==> src/rtl/reg_writeback_arbiter.sv <==
// -----------------------------------------------------------------------------
// reg_writeback_arbiter
//
// Write-side companion of the CPU register file. It merges two result sources
// into the register file's single write port (RegWrite/regW/Wdat):
//   - the single-cycle ALU path, which always wins the port;
//   - a long-latency unit (load/mult-div) on a valid/ready handshake, whose
//     results wait in a small FIFO until the ALU leaves the port idle.
// It also answers two "is a write to this register still queued?" queries so
// decode can stall on outstanding long-latency results.
//
// An ALU write to register R makes every queued result for R stale. Those
// entries stay in the FIFO but lose their entry-valid bit, so when they
// reach the head they pop with RegWrite=0. Pushes to r0 are stored the same
// way, already invalid.
//
// Parameters:
//   DEPTH    long-latency FIFO entries (power of two, >= 2)
//   AW       log2(DEPTH)
//
// Ports:
//   clk        clock
//   Rst        synchronous reset, active-high
//   alu_we     ALU result valid this cycle
//   alu_reg    ALU destination register
//   alu_data   ALU result
//   lu_valid   long-latency result offered
//   lu_ready   FIFO can accept (from registered count only)
//   lu_reg     long-latency destination register
//   lu_data    long-latency result
//   qA, qB     pending-query registers
//   busyA/B    a valid queued write to qA/qB exists
//   RegWrite   register-file write enable (registered)
//   regW       register-file write address (registered)
//   Wdat       register-file write data (registered)
//
// Build option:
//   WB_BYPASS_EN  when defined, a long-latency result goes straight to the
//                 output registers if the FIFO is empty, the ALU is idle and
//                 the destination is not r0. Latency is then one cycle.
// -----------------------------------------------------------------------------
module reg_writeback_arbiter #(
  parameter int DEPTH = 4,
  parameter int AW    = 2
) (
  input  logic        clk,
  input  logic        Rst,
  input  logic        alu_we,
  input  logic [4:0]  alu_reg,
  input  logic [31:0] alu_data,
  input  logic        lu_valid,
  output logic        lu_ready,
  input  logic [4:0]  lu_reg,
  input  logic [31:0] lu_data,
  input  logic [4:0]  qA,
  input  logic [4:0]  qB,
  output logic        busyA,
  output logic        busyB,
  output logic        RegWrite,
  output logic [4:0]  regW,
  output logic [31:0] Wdat
);

  // FIFO storage and bookkeeping
  logic [4:0]       ent_reg_q  [DEPTH];
  logic [31:0]      ent_data_q [DEPTH];
  logic [DEPTH-1:0] ent_vld_q;
  logic [AW-1:0]    wr_ptr_q, rd_ptr_q;
  logic [AW:0]      count_q;

  // Write-port output registers
  logic        we_q,    we_d;
  logic [4:0]  waddr_q, waddr_d;
  logic [31:0] wdata_q, wdata_d;

  logic alu_hit;
  logic lu_push;
  logic fifo_empty;
  logic bypass;
  logic fifo_push;
  logic fifo_pop;

  assign alu_hit    = alu_we && (alu_reg != 5'd0);
  assign fifo_empty = (count_q == '0);
  // Ready uses only the registered count; a pop in this cycle does not raise
  // it, which keeps lu_ready free of any path from alu_we.
  assign lu_ready   = (count_q < (AW+1)'(DEPTH));
  assign lu_push    = lu_valid && lu_ready;

`ifdef WB_BYPASS_EN
  assign bypass = fifo_empty && !alu_hit && lu_push && (lu_reg != 5'd0);
`else
  assign bypass = 1'b0;
`endif

  assign fifo_push = lu_push && !bypass;
  // The FIFO only drains when the ALU leaves the port free.
  assign fifo_pop  = !alu_hit && !fifo_empty;

  // Port arbitration: ALU first, then bypass, then FIFO head.
  always_comb begin
    // NOTE: every variable gets a default first, so no path leaves it
    // unassigned and no latch is inferred.
    we_d    = 1'b0;
    waddr_d = waddr_q;
    wdata_d = wdata_q;
    if (alu_hit) begin
      we_d    = 1'b1;
      waddr_d = alu_reg;
      wdata_d = alu_data;
    end else if (bypass) begin
      we_d    = 1'b1;
      waddr_d = lu_reg;
      wdata_d = lu_data;
    end else if (fifo_pop) begin
      // A killed or r0 head still uses up this cycle but writes nothing.
      we_d = ent_vld_q[rd_ptr_q];
      if (ent_vld_q[rd_ptr_q]) begin
        waddr_d = ent_reg_q[rd_ptr_q];
        wdata_d = ent_data_q[rd_ptr_q];
      end
    end
  end

  // Pending query. Popped entries have their valid bit cleared, so a set
  // valid bit also means the slot is occupied.
  always_comb begin
    busyA = 1'b0;
    busyB = 1'b0;
    for (int i = 0; i < DEPTH; i++) begin
      if (ent_vld_q[i] && (ent_reg_q[i] == qA) && (qA != 5'd0)) busyA = 1'b1;
      if (ent_vld_q[i] && (ent_reg_q[i] == qB) && (qB != 5'd0)) busyB = 1'b1;
    end
  end

  // Control state. All of it is reset.
  always_ff @(posedge clk) begin
    if (Rst) begin
      // NOTE: state uses non-blocking assignments so every flop samples
      // values from before the edge, whatever the order of the statements.
      we_q      <= 1'b0;
      waddr_q   <= 5'd0;
      wdata_q   <= 32'd0;
      wr_ptr_q  <= '0;
      rd_ptr_q  <= '0;
      count_q   <= '0;
      ent_vld_q <= '0;
    end else begin
      we_q    <= we_d;
      waddr_q <= waddr_d;
      wdata_q <= wdata_d;

      if (fifo_push) wr_ptr_q <= wr_ptr_q + AW'(1);
      if (fifo_pop)  rd_ptr_q <= rd_ptr_q + AW'(1);

      case ({fifo_push, fifo_pop})
        2'b10:   count_q <= count_q + (AW+1)'(1);
        2'b01:   count_q <= count_q - (AW+1)'(1);
        default: count_q <= count_q;
      endcase

      // Kill stale queued results. A pop never happens in the same cycle
      // as a kill, and the push below comes later in this block. A
      // same-cycle push to the same register is younger, so it stays valid.
      for (int i = 0; i < DEPTH; i++) begin
        if (alu_hit && (ent_reg_q[i] == alu_reg)) ent_vld_q[i] <= 1'b0;
      end
      if (fifo_pop)  ent_vld_q[rd_ptr_q] <= 1'b0;
      if (fifo_push) ent_vld_q[wr_ptr_q] <= (lu_reg != 5'd0);
    end
  end

  // Payload storage. It is never read unless its valid bit is set, so it
  // needs no reset.
  // NOTE: keeping the memory out of the reset branch lets it map onto plain
  // storage without a reset mux on every bit.
  always_ff @(posedge clk) begin
    if (fifo_push) begin
      ent_reg_q[wr_ptr_q]  <= lu_reg;
      ent_data_q[wr_ptr_q] <= lu_data;
    end
  end

  assign RegWrite = we_q;
  assign regW     = waddr_q;
  assign Wdat     = wdata_q;

endmodule

==> config.mk <==
export PLATFORM = sky130hd
export DESIGN_NAME = reg_writeback_arbiter
export DESIGN_NICKNAME = d
export VERILOG_FILES = /design/src/rtl/reg_writeback_arbiter.sv
export SDC_FILE = /design/constraint.sdc
export NUM_CORES = 1
export LEC_CHECK = 0
export BUFFER_PORTS_ARGS = -buffer_cell sky130_fd_sc_hd__buf_2
export CAP_MARGIN = 20
export CORE_AREA = 2 2 132 134
export DETAILED_ROUTE_END_ITERATION = 10
export DIE_AREA = 0 0 134 136
export HOLD_SLACK_MARGIN = 0.15
export PLACE_DENSITY_LB_ADDON = 0.15
export SLEW_MARGIN = 20
export SYNTH_ARGS = -nofsm -noshare
export SYNTH_HDL_FRONTEND = slang
export SYNTH_SLANG_ARGS = --single-unit
==> constraint.sdc <==
create_clock -name clk -period 2.8 [get_ports clk]
set_input_delay 0.56 -clock clk [delete_from_list [all_inputs] [get_ports clk]]
set_output_delay 0.56 -clock clk [all_outputs]
set_load 0.01 [all_outputs]
---- Word level (Yosys, flattened, before mapping) ----
Memory sizes are Yosys's and may differ from the RTL's. A register that Yosys moved wholly into a read port is not among the register bits.
Cells that the tools add are included.
cells by class
  add/sub/neg operators ................... 4
  magnitude comparators ................... 5
  eq/ne operators ......................... 14
  multiplexer cells ....................... 41
  bitwise logic cells ..................... 2
  reduce and logical (&&, ||, !) cells .... 36
operators by type and width
  operator                                                           number
  two-way mux 32 bit                                                 3
  equality test 5 bit                                                12
  logical AND 1 bit                                                  25
  two-way mux 1 bit                                                  23
  nonzero test 5 bit                                                 4
  two-way mux 5 bit                                                  3
  two-way mux 4 bit                                                  3
  two-way mux 2 bit                                                  4
  < comparator 2 x 3 -> 1 bit, second input constant                 2
  one-hot mux 3 bit (2 select lines)                                 1
  nonzero test 2 bit                                                 3
  adder 2 x 1 -> 2 bit, second input constant                        2
  AND 4 bit                                                          1
  bitwise mux 4 bit                                                  1
  demux 1 bit (select 2 bit)                                         2
  greater-or-equal comparator 2 x 1 -> 1 bit, second input constant  2
  NOT 4 bit                                                          1
  adder 3 x 1 -> 3 bit, second input constant                        1
  logical NOT 3 bit                                                  1
  < comparator 3 bit, second input constant                          1
  subtractor 3 x 1 -> 3 bit, second input constant                   1
  binary-select mux 1 bit (select 2 bit)                             1
  equality test 2 x 1 -> 1 bit, second input constant                1
  equality test 2 bit, second input constant                         1
  other kinds (2)                                                    3
word-level totals
  register bits after elaboration ......... 49
  bits in writable memories ............... 148
  input port bits ......................... 88
  word-level logic and storage cells ...... 111
  memories ................................ 2
memory list
  name        depth  width  read ports  clocked after Yosys merged registers in  write ports  line  text
  ent_data_q  4      32     1           1                                        1            66    logic [31:0] ent_data_q [DEPTH];
  ent_reg_q   4      5      5           1                                        1            65    logic [4:0] ent_reg_q [DEPTH];

---- Depth between registers and ports, before layout ----
Gate-level depths: netlist (run 1).
  depth after elaboration ................. 10
  depth in mapped cells ................... 9
  gate-level depth less buffers ........... 8

---- Worst setup path before layout (run 1) ----
No wires, ideal clock.
  path type ............................... input to register
  from .................................... input port alu_reg[2]
  to ...................................... register count_q[2]
  library setup time ...................... 0.071 ns
  arrival ................................. 2.626 ns
  path slack .............................. 0.103 ns
  stages on the path ...................... 9
  cells stage by stage .................... buf_2 > o31a_1 > nor3_2 > ha_1 > inv_1 > fa_1 > xor2_1 > or3_1 > a21oi_1
between the ends
  longest elaborated chain between the ends .. 6
  elaborated cells between the ends (all ways) .. 8
  those cells by class .................... 2 x eq/ne; 1 x mux; 5 x reduce/logical
ends and longest elaborated chain
  element                                                                          line  text
  from (decl)                                                                      49    input logic [4:0] alu_reg,
  nonzero test 5 bit *                                                             83    assign alu_hit = alu_we && (alu_reg != 5'd0);
  logical AND 1 bit *                                                              83
  logical NOT 1 bit *                                                              98    assign fifo_pop = !alu_hit && !fifo_empty;
  logical AND 1 bit *                                                              98
  equality test 2 x 1 -> 1 bit / equality test 2 bit (equally long branches)       156   case ({fifo_push, fifo_pop})
  one-hot mux 3 bit (2 select lines) / nonzero test 2 bit (equally long branches)  n/a
  to (signal assigned)                                                             157   2'b10: count_q <= count_q + (AW+1)'(1);
  to (signal assigned)                                                             158   2'b01: count_q <= count_q - (AW+1)'(1);
  to (signal assigned)                                                             159   default: count_q <= count_q;
  to (decl)                                                                        69    logic [AW:0] count_q;
Every way passes the cells marked *; elsewhere a longest branch is shown, timed or not.
A chain may end at the register's enable or synchronous reset.

==> impl_metrics.json, run 1 <==
{
  "synth_nets": 648,
  "reg2reg_to": "count_q[2]",
  "ys_seq_area_share_pct": 65.4,
  "hold_start": "alu_data[23]",
  "syn_to_final_growth_pct": 17.7,
  "rows": 48,
  "rr_startpoint": "count_q[2]",
  "finalWeightedCongestion": 0.918,
  "drt-vias-per-instance": 5.46,
  "synth_area_mm2": 0.00836,
  "fp.dieH_um": 136,
  "cp_top_family": "flip-flops",
  "antenna_found_initial": 1,
  "ys_async_sr_fraction_pct": 0,
  "numCtsBuffers": 17,
  "n_antenna_cell": 0,
  "clock_latency_ps": 430,
  "setup_viol": 0,
  "crit_path_top_delay_cell": "edfxtp_1",
  "synth.most_common_cell": "edfxtp_1",
  "holdWs_ps": 320,
  "grt_pass1_vias": 5063,
  "io_pins": 129,
  "num_vias": 4965,
  "rsz0062_at_grt": "no",
  "hp-class": "in2reg",
  "yosysWarnings": 0,
  "drtIter0Drc": 263,
  "cp-end-kind": "primary output",
  "wl_um": 18600,
  "period_share_pct": 90.1,
  "reg2reg_depth": 8,
  "power_density_mw_per_mm2": 769,
  "first_pass_iters": 4,
  "holdPathEnd": "Wdat[23]",
  "core_mm2": 0.0169,
  "avgSynthCellArea_um2": 15.2,
  "r2r_setup_slack_ps": 650,
  "grt_max_degree": 38,
  "numClockSinks": 199,
  "grt_overflow": 0,
  "clockRootBuffer": "clkbuf_16",
  "drive_above_1_share_pct": 32.3,
  "initial_utilization_pct": 49.5,
  "nets": 770,
  "ys_types": 38,
  "max_stage_delay_ps": 550,
  "worstPathCellList": "xor2_1 > nor4_1 > nand3_1 > nand4_1 > o21a_1 > buf_2",
  "max_freq_ghz": 0.396,
  "synth-edff-count": 148,
  "path_clk_slew_ps": 80,
  "fin_skew_ps": 14.8,
  "io_buffers": 128,
  "synth_area_leaders": "edfxtp_1, dfxtp_1, mux4_2, xor2_1, mux2i_1",
  "cts-htree-levels": 4,
  "maxCapViolCount": 0,
  "slew_headroom_pct": 54.4,
  "critPathMaxFanout": 4,
  "syn_inst": 550,
  "cts_tree": "yes",
  "synthTopCellsByCount": "edfxtp_1, dfxtp_1, xor2_1, mux4_2, nand2_1",
  "grtUsageTotal_pct": 21.1,
  "synth_top_area_share_pct": 53.2,
  "final_area_mm2": 0.00984,
  "status": "completed",
  "dpl_cell_area_mm2": 0.00927,
  "worst_pin_slew_ps": 685,
  "dp_hpwl_um": 12400,
  "fin_setup_tns_ps": 0,
  "synth_top_flop_cell": "edfxtp_1",
  "worstPathArrival_ps": 1960,
  "hold-path-cell-count": 3,
  "wl_per_cell_um": 20.4,
  "total_power_w": 0.00757,
  "hold_buffers": 0,
  "synth_seq_cells": 199,
  "fp.dieW_um": 134,
  "critPathLaunchType": "flip-flop",
  "cts_resized": 0,
  "ir_drop_uv": 473,
  "drv_slew": 0,
  "die_area_mm2": 0.0182,
  "required_ps": 2240,
  "grt_first_pass_wirelength_um": 28300,
  "crit_type": "reg2out",
  "p_leak_nw": 3.70,
  "period_minus_slack_ps": 2520,
  "yosys.area.top_type": "edfxtp_1",
  "drc": 0,
  "cp_num_buf_inv": 1,
  "antenna_left": 0,
  "clock_path_buffers": 2,
  "final_hold_viol_count": 0,
  "cts_setup_buffers": 0
}
## metrics by stage
stage               cells  utilization [%]  setup WS, ps
floorplan             550                -           103
global placement      878             55.0           265
detailed placement    878             55.0           201
CTS                   910             58.3           233
global route          910             58.3           144
finish                910             58.3           278
## cell families after synthesis
kind of cell               synth area share (%)
DFF                                        65.4
and+or+nand+nor                            6.57
muxes                                      13.5
xor gates and xnor gates                   6.71
AOI/OAI and AO/OA                          3.58
buffers and inverters                      2.68
adders and majority gates                  1.59
## worst max path at each step
stage	cells past startpoint	slack, ps	to	startpoint
floorplan	9	100	count_q[2]	alu_reg[2]
global placement	9	260	count_q[2]	alu_reg[3]
detailed placement	9	200	count_q[2]	alu_reg[3]
CTS	6	230	busyA	ent_reg_q[0][4]
global route	6	140	busyB	ent_reg_q[3][3]
finish	6	280	busyA	ent_reg_q[0][1]
## cells in the final DEF (no fill, tap or decap), types with 2 or more instances in the layout
master	Yosys	routed
nand4b_1	2	2
o32ai_1	2	2
dfxtp_2	0	2
ha_1	9	9
nor3_1	12	12
clkbuf_16	0	17
o21ai_0	27	27
nand3_1	10	10
nor4_1	14	14
buf_2	12	128
o21a_1	3	3
nand2_1	34	34
nand4_1	4	4
or4_1	3	3
clkinv_4	0	3
inv_1	13	9
and3_1	2	2
inv_8	0	3
xnor2_1	22	22
inv_2	0	4
a21oi_1	6	6
xor2_1	42	42
mux2i_1	27	27
o22ai_1	11	11
nor2_1	23	23
mux4_2	38	38
inv_6	0	6
edfxtp_1	148	148
buf_4	1	6
buf_12	0	6
dfxtp_1	51	49
## state kept, by name, summed over array words and instances (netlist names), named ones only
| signal | count |
|---|---|
| ent_reg_q | 20 |
| rd_ptr_q | 2 |
| wr_ptr_q | 2 |
| RegWrite | 1 |
| Wdat | 32 |
| count_q | 3 |
| ent_data_q | 128 |
| regW | 5 |
| ent_vld_q | 4 |
## routing by layer
layer  part of all wire [%]  GRT usage, %
met5                  0.070             0
met4                    1.7          6.44
met3                    5.1          5.00
met2                     52          36.6
met1                     41          26.4
## report_power, final
group | total, W | internal, W | switching [W]
combinational | 0.00151 | 0.000744 | 0.000768
sequential | 0.00372 | 0.00351 | 0.000208
clock | 0.00233 | 0.00118 | 0.00115
## layout make-up
type | count | area, um^2
Fill cell | 1347 | 7040
Sequential cell | 199 | 5470
Multi-Input combinational cell | 301 | 2670
Timing Repair Buffer | 140 | 806
Clock buffer | 18 | 429
Tap cell | 225 | 282
Clock inverter | 14 | 134
Inverter | 13 | 48.8
## worst register-to-register path: stages, from the launching register on
cell     delay [ps]
dfxtp_1         430
nor3_1          140
nor3_2          240
ha_1            210
inv_1            60
fa_1            380
xor2_1          160
or3_1           300
a21oi_1         150
No activity file was read; power rests on OpenSTA's default activity.
==> run 2: changes to the inputs <==
--- a/config.mk
+++ b/config.mk
@@ -5,14 +5,15 @@
 export SDC_FILE = /design/constraint.sdc
 export NUM_CORES = 1
 export LEC_CHECK = 0
+export ABC_AREA = 1
 export BUFFER_PORTS_ARGS = -buffer_cell sky130_fd_sc_hd__buf_2
 export CAP_MARGIN = 20
-export CORE_AREA = 2 2 132 134
+export CORE_AREA = 2 2 134 136
 export DETAILED_ROUTE_END_ITERATION = 10
-export DIE_AREA = 0 0 134 136
+export DIE_AREA = 0 0 136 138
 export HOLD_SLACK_MARGIN = 0.15
 export PLACE_DENSITY_LB_ADDON = 0.15
-export SLEW_MARGIN = 20
+export SETUP_SLACK_MARGIN = 0.4
 export SYNTH_ARGS = -nofsm -noshare
 export SYNTH_HDL_FRONTEND = slang
 export SYNTH_SLANG_ARGS = --single-unit
==> run 2 against run 1 <==
Routed wire length up 20%. Global-route usage is 3.2 points higher. Die area grew 3.0%. Synthesized cell count is 69% higher. Non-clock buffer count increased by 22. Sequential power up 3%. Synthesized area increased by 6.6%. Critical endpoint unchanged.
==> impl_metrics.json, run 2 <==
{
  "status": "completed",
  "maxCapViolCount": 0,
  "reg2reg_depth": 11,
  "worst_pin_slew_ps": 825,
  "crit_path_frequent_cell": "nor2_1",
  "wl_um": 22200,
  "largest_reg_flops": 128,
  "nets": 1159,
  "regMostFlops": "ent_data_q",
  "path_clk_slew_ps": 70,
  "period_share_pct": 82.5,
  "synth_nets": 1027,
  "fill_cells": 1579,
  "synthMuxAreaShare_pct": 0,
  "grt_pass1_vias": 6570,
  "swShare_pct": 32.9,
  "seqPwrFrac_pct": 43.7,
  "dpl_cell_area_mm2": 0.00975,
  "num_vias": 6945,
  "reg2reg_to": "count_q[2]",
  "synth_top_area_share_pct": 49.9,
  "holdPathEnd": "ent_data_q[0][18]",
  "fin_skew_ps": 8.27,
  "ir_drop_uv": 552,
  "grt_first_pass_wirelength_um": 34800,
  "setup_viol": 0,
  "slew_headroom_pct": 45.0,
  "clockRootBuffer": "clkbuf_16",
  "cp-end-kind": "primary output",
  "synth.most_common_cell": "nand2_1",
  "clock_path_buffers": 2,
  "finalWeightedCongestion": 0.978,
  "final_area_mm2": 0.0105,
  "worstPathCellList": "inv_1 > nor2_1 > nor3_1 > nand3_1 > nand2_1 > nor2_1 > nor2_1 > buf_2",
  "total_power_w": 0.00879,
  "synth_top_family_by_area": "simple AND/OR/NAND/NOR gates",
  "dp_hpwl_um": 14500,
  "numClockSinks": 199,
  "drive_above_1_share_pct": 20.0,
  "grtUsageTotal_pct": 24.3,
  "numCtsBuffers": 17,
  "period_minus_slack_ps": 2310,
  "rsz0062_at_grt": "yes",
  "syn_to_final_growth_pct": 17.4,
  "antenna_found_initial": 2,
  "crit_type": "reg2out",
  "worstPathArrival_ps": 1750,
  "layout_commonest_cell": "nand2_1",
  "rr_startpoint": "count_q[1]",
  "yosys.area_share.simple_pct": 17.5,
  "drc": 0,
  "synth_area_leaders": "edfxtp_1, dfxtp_1, nand2_1, nor2_1, o21ai_0",
  "regArea_mm2": 0.00547,
  "final_cell_mix": "nand2_1, nor2_1, edfxtp_1, buf_2, o21ai_0",
  "drtIter0Drc": 607,
  "hp-class": "in2reg",
  "antenna_left": 0,
  "rows": 49,
  "fp.dieW_um": 136,
  "hold_buffers": 0,
  "power.switching_w": 0.00289,
  "cts_tree": "yes",
  "yosysWarnings": 0,
  "r2r_setup_slack_ps": 780,
  "cts-htree-levels": 4,
  "power_density_mw_per_mm2": 840,
  "grt_max_degree": 83,
  "required_ps": 2240,
  "yosys.area.top_type": "edfxtp_1",
  "synth_area_mm2": 0.00891,
  "critPathMaxFanout": 5,
  "fp.dieH_um": 138,
  "pwr-share-comb_pct": 27.7,
  "die_area_mm2": 0.0188,
  "synth_top_flop_cell": "edfxtp_1",
  "synth-adder-area-share_pct": 1.49,
  "ys_async_sr_fraction_pct": 0,
  "wl_per_cell_um": 17.0,
  "io_pins": 129,
  "max_freq_ghz": 0.433,
  "io_buffers": 128,
  "core_mm2": 0.0175,
  "initial_utilization_pct": 50.8,
  "fin_setup_tns_ps": 0,
  "syn_inst": 929,
  "synth_seq_cells": 199,
  "drt-vias-per-instance": 5.32,
  "synth-edff-count": 148,
  "synth-xor-area-share_pct": 2.36,
  "clock_latency_ps": 430,
  "hold_start": "lu_data[18]",
  "p_leak_nw": 4.35,
  "clockPowerShare_pct": 28.6,
  "grt_overflow": 0,
  "synthTopCellsByCount": "nand2_1, nor2_1, edfxtp_1, o21ai_0, dfxtp_1",
  "synth_compound_area_share_pct": 11.7,
  "max_stage_delay_ps": 480,
  "multi_input_area_mm2": 0.00295,
  "drv_slew": 0,
  "ys_seq_area_share_pct": 61.3,
  "final_hold_viol_count": 0,
  "hold-path-cell-count": 1,
  "crit_path_top_delay_cell": "edfxtp_1",
  "first_pass_iters": 5,
  "critPathLaunchType": "flip-flop",
  "internal_power_w": 0.00590,
  "avgSynthCellArea_um2": 9.59,
  "ys_types": 27
}
==> run 2: changes by cell type after synthesis, sizes merged, moves of 16 or more <==
cell | previous run | this run
nor2 | 24 | 180
nand2 | 34 | 186
o21ai | 28 | 115
inv | 13 | 54
mux4 | 38 | 0
o22ai | 11 | 44
mux2i | 27 | 0
xor2 | 42 | 16
a21oi | 6 | 24
buf | 16 | 32
==> run 2: power groups by stage <==
stage,clock [W],sequential [W],combinational [W]
final,0.00251,0.00385,0.00244
after global routing,0.00265,0.00389,0.00276
after CTS,0.00254,0.00385,0.00242
after detailed placement,0,0.00392,0.00240
after global placement,0,0.00391,0.00237
after floorplan,0,0.00389,0.00165
==> run 2: cells by family (layout without fill, tap and decap cells) <==
group                    Yosys count  after routing
AND/OR/NAND/NOR                  399            399
other                              0              2
buffers and inverters            104            249
flip-flops                       199            199
adder cells (fa/ha/maj)           10             10
AO/OA/AOI/OAI                    193            193
XOR/XNOR                          24             24
==> run 2: cell type report <==
cell class | count | area share [%]
sequential | 199 | 52.3
tap | 229 | 2.74
antenna | 2 | 0.0478
multi-input combinational | 626 | 28.2
timing repair buffer | 162 | 8.92
clock inverter | 13 | 1.59
inverter | 55 | 1.97
clock buffer | 19 | 4.23
==> run 2: through the flow <==
step / utilization (%) / std cells / setup WS [ps] / hold slack [ps]
5_1_grt: 59.7 / 1304 / 382 / 330
6_report: 59.7 / 1305 / 491 / 334
3_3_place_gp: 55.6 / 1259 / 446 / 456
2_1_floorplan: - / 929 / 540 / 467
3_5_place_dp: 55.6 / 1259 / 435 / 463
4_1_cts: 59.1 / 1291 / 435 / 323
==> run 2: critical path, delay by kind of cell, from the launching register on <==
kind / cells / cell delay [ps]
AND/OR/NAND/NOR: 6 / 580
flip-flops: 1 / 480
buffers and inverters: 2 / 250
==> run 2: repair_timing <==
action / 4_1_cts / 5_1_grt
endpoints found under the hold margin: 0 / 0
setup endpoints to repair: 0 / 2
gates resized for setup: 0 / 2
buffers inserted: 0 / 12
==> run 2: worst max-delay path by stage <==
| stage | from | endpoint | slack, ps |
|---|---|---|---|
| floorplan | alu_reg[2] | count_q[2] | 540 |
| finish | ent_reg_q[2][0] | busyA | 490 |
| detailed placement | alu_reg[4] | count_q[2] | 440 |
| global placement | alu_reg[4] | count_q[2] | 450 |
| global route | ent_reg_q[0][1] | busyA | 380 |
| CTS | ent_reg_q[0][2] | busyB | 430 |
==> run 2: metal layers <==
metal  wire [um]  share of wire, %  track usage [%]
met3        1410               6.4             4.88
met5           0                 0                0
met1        9620                43             32.5
met2       10700                48             39.6
met4         425               1.9             8.17
